==> src/rtl/unary_lane_decoder.sv <==
// Receive end of the unary product protocol: counts per-lane unary pulses back to
// binary, keeps a running frame total and presents the result on valid/ready.
module unary_lane_decoder #(
    parameter int unsigned NUM_LANES = 16,
    parameter int unsigned WIDTH     = 4,
    parameter int unsigned CNT_W     = 2 * WIDTH,
    parameter int unsigned SUM_W     = CNT_W + $clog2(NUM_LANES)
) (
    input  logic                       clk,
    input  logic                       reset_n,
    input  logic                       start,
    input  logic [NUM_LANES-1:0]       lane_en,
    input  logic [NUM_LANES-1:0]       lane_pulse,
    input  logic [NUM_LANES-1:0]       lane_done,
    output logic                       result_valid,
    input  logic                       result_ready,
    output logic [NUM_LANES*CNT_W-1:0] result_count,
    output logic [SUM_W-1:0]           result_sum,
    output logic [NUM_LANES-1:0]       overflow,
    output logic                       busy
);

    localparam int unsigned INC_W = $clog2(NUM_LANES + 1);
    localparam logic [CNT_W-1:0] CNT_MAX = '1;

    typedef enum logic [1:0] {
        ST_IDLE    = 2'd0,
        ST_COLLECT = 2'd1,
        ST_OUT     = 2'd2
    } state_e;

    state_e               state_q, state_d;
    logic [CNT_W-1:0]     count_q [NUM_LANES];
    logic [CNT_W-1:0]     count_d [NUM_LANES];
    logic [SUM_W-1:0]     sum_q, sum_d;
    logic [NUM_LANES-1:0] finished_q, finished_d;
    logic [NUM_LANES-1:0] overflow_q, overflow_d;
    logic                 valid_q, valid_d;
    logic                 busy_q, busy_d;

    logic [NUM_LANES-1:0] accept_c;
    logic [INC_W-1:0]     inc_c;
    logic                 load_frame_c;

    // A pulse is accepted only on a live lane whose counter still has headroom.
    always_comb begin
        accept_c = '0;
        inc_c    = '0;
        for (int unsigned i = 0; i < NUM_LANES; i++) begin
            accept_c[i] = ~finished_q[i] & lane_pulse[i] & (count_q[i] != CNT_MAX);
            inc_c       = inc_c + INC_W'(accept_c[i]);
        end
    end

    always_comb begin
        state_d      = state_q;
        sum_d        = sum_q;
        finished_d   = finished_q;
        overflow_d   = overflow_q;
        load_frame_c = 1'b0;
        for (int unsigned i = 0; i < NUM_LANES; i++) begin
            count_d[i] = count_q[i];
        end

        case (state_q)
            ST_IDLE: begin
                if (start) begin
                    load_frame_c = 1'b1;
                    state_d      = ST_COLLECT;
                end
            end
            ST_COLLECT: begin
                for (int unsigned i = 0; i < NUM_LANES; i++) begin
                    if (accept_c[i]) begin
                        count_d[i] = count_q[i] + CNT_W'(1);
                    end else if (~finished_q[i] & lane_pulse[i]) begin
                        overflow_d[i] = 1'b1;
                    end
                end
                sum_d      = sum_q + SUM_W'(inc_c);
                finished_d = finished_q | lane_done;
                if (&finished_d) begin
                    state_d = ST_OUT;
                end
            end
            ST_OUT: begin
                // valid is always high here, so ready alone completes the handshake
                if (result_ready) begin
                    if (start) begin
                        load_frame_c = 1'b1;
                        state_d      = ST_COLLECT;
                    end else begin
                        state_d = ST_IDLE;
                    end
                end
            end
            default: begin
                state_d = ST_IDLE;
            end
        endcase

        // New frame: clear results and park masked lanes as already finished.
        if (load_frame_c) begin
            for (int unsigned i = 0; i < NUM_LANES; i++) begin
                count_d[i] = '0;
            end
            sum_d      = '0;
            overflow_d = '0;
            finished_d = ~lane_en;
        end

        valid_d = (state_d == ST_OUT);
        busy_d  = (state_d == ST_COLLECT);
    end

    always_ff @(posedge clk or negedge reset_n) begin
        if (!reset_n) begin
            state_q    <= ST_IDLE;
            sum_q      <= '0;
            finished_q <= '0;
            overflow_q <= '0;
            valid_q    <= 1'b0;
            busy_q     <= 1'b0;
            for (int unsigned i = 0; i < NUM_LANES; i++) begin
                count_q[i] <= '0;
            end
        end else begin
            state_q    <= state_d;
            sum_q      <= sum_d;
            finished_q <= finished_d;
            overflow_q <= overflow_d;
            valid_q    <= valid_d;
            busy_q     <= busy_d;
            for (int unsigned i = 0; i < NUM_LANES; i++) begin
                count_q[i] <= count_d[i];
            end
        end
    end

    always_comb begin
        result_count = '0;
        for (int unsigned i = 0; i < NUM_LANES; i++) begin
            result_count[i*CNT_W +: CNT_W] = count_q[i];
        end
    end

    assign result_sum   = sum_q;
    assign overflow     = overflow_q;
    assign result_valid = valid_q;
    assign busy         = busy_q;

endmodule

==> config.mk <==
export PLATFORM = sky130hd
export DESIGN_NAME = unary_lane_decoder
export DESIGN_NICKNAME = d
export VERILOG_FILES = /design/src/rtl/unary_lane_decoder.sv
export SDC_FILE = /design/constraint.sdc
export NUM_CORES = 1
export LEC_CHECK = 0
export BUFFER_PORTS_ARGS = -buffer_cell sky130_fd_sc_hd__buf_2
export CAP_MARGIN = 5
export CORE_UTILIZATION = 45
export CTS_CLUSTER_DIAMETER = 80
export DETAILED_ROUTE_END_ITERATION = 10
export PLACE_DENSITY = 0.72
export SLEW_MARGIN = 15
export SYNTH_ARGS = -nofsm -noshare
export SYNTH_HDL_FRONTEND = slang
export SYNTH_SLANG_ARGS = --single-unit
==> constraint.sdc <==
create_clock -name clk -period 4.66 [get_ports clk]
set_clock_uncertainty 0.2 [all_clocks]
set_input_delay 0.699 -clock clk [delete_from_list [all_inputs] [get_ports clk]]
set_output_delay 0.699 -clock clk [all_outputs]
set_load 0.01 [all_outputs]
==> impl_metrics.toml <==
[sta]
drv_slew = 0
relSlewSlack = 0.378
rsz0062_at_grt = "true"
finalSetupViolations = 0
max_freq_ghz = 0.215
fin_ws_ps = 3.93
min_period_ps = 4660
tightest_slew_ps = 930
tns_ps = 0
period_share = 0.999
hold_viol_final = 0

[drt]
drc = 0
postRouteAntennaNets = 0
firstDrtPassIters = 5
route.vias.total = 9270
wire_per_inst_um = 18.2
drt_iter0_drc = 479
totalWireLength_um = 28600
routed_via_density = 5.89

[logic_synthesis]
ys_types = 63
synthArstFlopShare = 1.00
yosysTopAreaCellShare = 0.452
netlist_instances = 987
syn_nets = 1075
synth.avg_cell_area_sq_um = 9.87
synth_top_cell_by_area = "dfrtp_1"
ys_ff_latch = 176
synth_edf_count = 0
yosys-top-cells-area = "dfrtp_1 (45%), ha_1 (3.1%), a21oi_1 (2.9%)"
yosysWarnings = 0
ys.flop_type = "dfrtp_1"
synth-seq-area-share = 0.452
syn_area_sq_mm = 0.00974

[die]
pin_count = 210
dieArea_sq_mm = 0.0222
start_util = 0.462
fp-row-count = 53
die_h_um = 149
core_sq_mm = 0.0211
die-width_um = 149

[worst_setup_path]
path_cells = "and4_4 > a41oi_4 > inv_2 > fa_1 > inv_1 > fa_1 > inv_1 > fa_1 > inv_2 > fa_1 > fa_2 > inv_2 > fa_2 > nor2b_2 > o2111a_2 > o2111ai_2 > mux2i_1"
cpMaxStageDelayCell = "fa_1"
reg2regPathDepth = 17
crit_path_start_kind = "flip-flop"
worstSetupEndpointType = "flip-flop"
arrival_ps = 4780
slowest_delay_ps = 550
path_buf_inv = 5
crit_type = "reg2reg"
regToRegSetupSlack_ps = 4
crit_family = "adder cells"
crit_required_ps = 4780
crit_top_cell = "fa_1"
worstPathMaxFanout = 3
rr_endpoint = "result_sum[8]$_DFFE_PN0P_"
crit_start = "result_count[116]$_DFFE_PN0P_"
r2r-start = "result_count[116]$_DFFE_PN0P_"

[place]
place_area_sq_mm = 0.0118
dpl.hpwl_um = 20200
place_worst_setup_slack_ps = -342
routabilityCongestion = 0.836
io_buffers = 209
placed_cells = 1530

[clocking]
clockBufferDepth = 2
htree_levels = 4
clock-sinks = 176
cts-root-buf = "clkbuf_16"
cts_buffers = 17
clk_latency_ps = 440
clk_pin_slew_ps = 70
cts_tree = "done"

[run_status]
outcome = "complete, no violations"

[global_route]
gr-total-overflow = 0
grt_max_degree = 81
track_usage = 0.261
antenna_found_initial = 4
grt_pass1_vias = 8730
grt_pass1_wl_um = 45500

[final_layout]
nFillCells = 1838
final_nets = 1367
finalNonFillerCells = 1573
area_growth_pct = 28.8
drive_gt1_frac = 0.313
final_common_cell = "buf_2"
layout_common_cells = "buf_2 (208), dfrtp_1 (176), buf_4 (112)"
finalInstanceArea_sq_mm = 0.0125

[pwr]
irDropWorstVdd_mv = 0.338
p_leak_uw = 0.00602
powerDensity_mw_per_mm2 = 476

[run]
cap_violations = 0

[worst_hold_path]
worstHoldPathType = "in2async"
[where the power goes]
| group | switching (uW) | leakage (uW) | total, uW | internal, uW |
|---|---|---|---|---|
| Combinational | 1460 | 0.00338 | 2460 | 1000 |
| Sequential | 308 | 0.00236 | 2080 | 1770 |
| Clock | 673 | 0.000277 | 1430 | 755 |
| Total | 2440 | 0.00602 | 5970 | 3530 |
[stage by stage]
stage	power (uW)	utilization	hold slack, ps
3_3_place_gp	4490	0.562	276
2_1_floorplan	3560	-	203
4_1_cts	6010	0.591	135
5_1_grt	6390	0.595	161
3_5_place_dp	4550	0.562	289
6_report	5970	0.595	109
[how the worst max path moves through the flow]
stage,end,cells after the start
final,result_sum[8]$_DFFE_PN0P_,17
after global routing,result_sum[10]$_DFFE_PN0P_,17
after CTS,result_sum[10]$_DFFE_PN0P_,17
after detailed placement,result_sum[8]$_DFFE_PN0P_,18
after global placement,result_sum[8]$_DFFE_PN0P_,18
after floorplan,result_sum[8]$_DFFE_PN0P_,18
[synth_stat cells (all sizes together) (15+ instances only)]
cell and n:
dfrtp 176, nand2 68, a21oi 57, nor2 55
nand3 52, o21ai 49, inv 43, o31ai 35
nand4 29, clkbuf 27, or4 27, nand2b 26
mux2i 25, ha 24, o211ai 22, buf 21
o41ai 18, a221o 16, and3 16, or3 15
[cell families (layout without fill, tap and decap cells)]
kind of cell | count (synthesis) | count (layout) | synth area share
and+or+nand+nor | 369 | 369 | 0.214
DFF | 176 | 176 | 0.452
adders and majority gates | 36 | 36 | 0.0555
xor gates and xnor gates | 18 | 18 | 0.0162
muxes | 26 | 26 | 0.0268
buffers and inverters | 91 | 396 | 0.0370
other | 0 | 6 | 0
AOI/OAI and AO/OA | 271 | 271 | 0.198
[flip-flops by register name, summed over array words and instances, names as in the netlist]
signal        cells
result_valid      1
result_sum       12
result_count    128
busy              1
overflow         16
state_q           2
finished_q       16
[routing by layer]
layer  GRT usage  part of all wire  wire, um  vias to the layer above
met3      0.0572             0.061      1750                       47
met1       0.351              0.44     12500                     4571
li1            -                 -         -                     4366
met5           0           0.00028         8                        -
met2       0.417              0.48     13800                      284
met4      0.0878             0.019       545                        2
[area by class of cell]
class / instances / area [sq um] / area share
well taps: 275 / 344 / 0.0274
clock buffers: 17 / 425 / 0.0339
clock inverters: 15 / 149 / 0.0119
inverters: 43 / 161 / 0.0129
repair buffers: 321 / 1890 / 0.151
multi-input cells: 720 / 5150 / 0.411
diodes: 6 / 15.0 / 0.00120
flip-flops and latches: 176 / 4400 / 0.351
[repair_timing]
action	4_1_cts	5_1_grt
hold buffers	0	0
gates resized for setup	14	11
buffers inserted	1	5
setup endpoints to repair	8	10
pin swaps	8	11
Power figures use the tool's default switching activity.
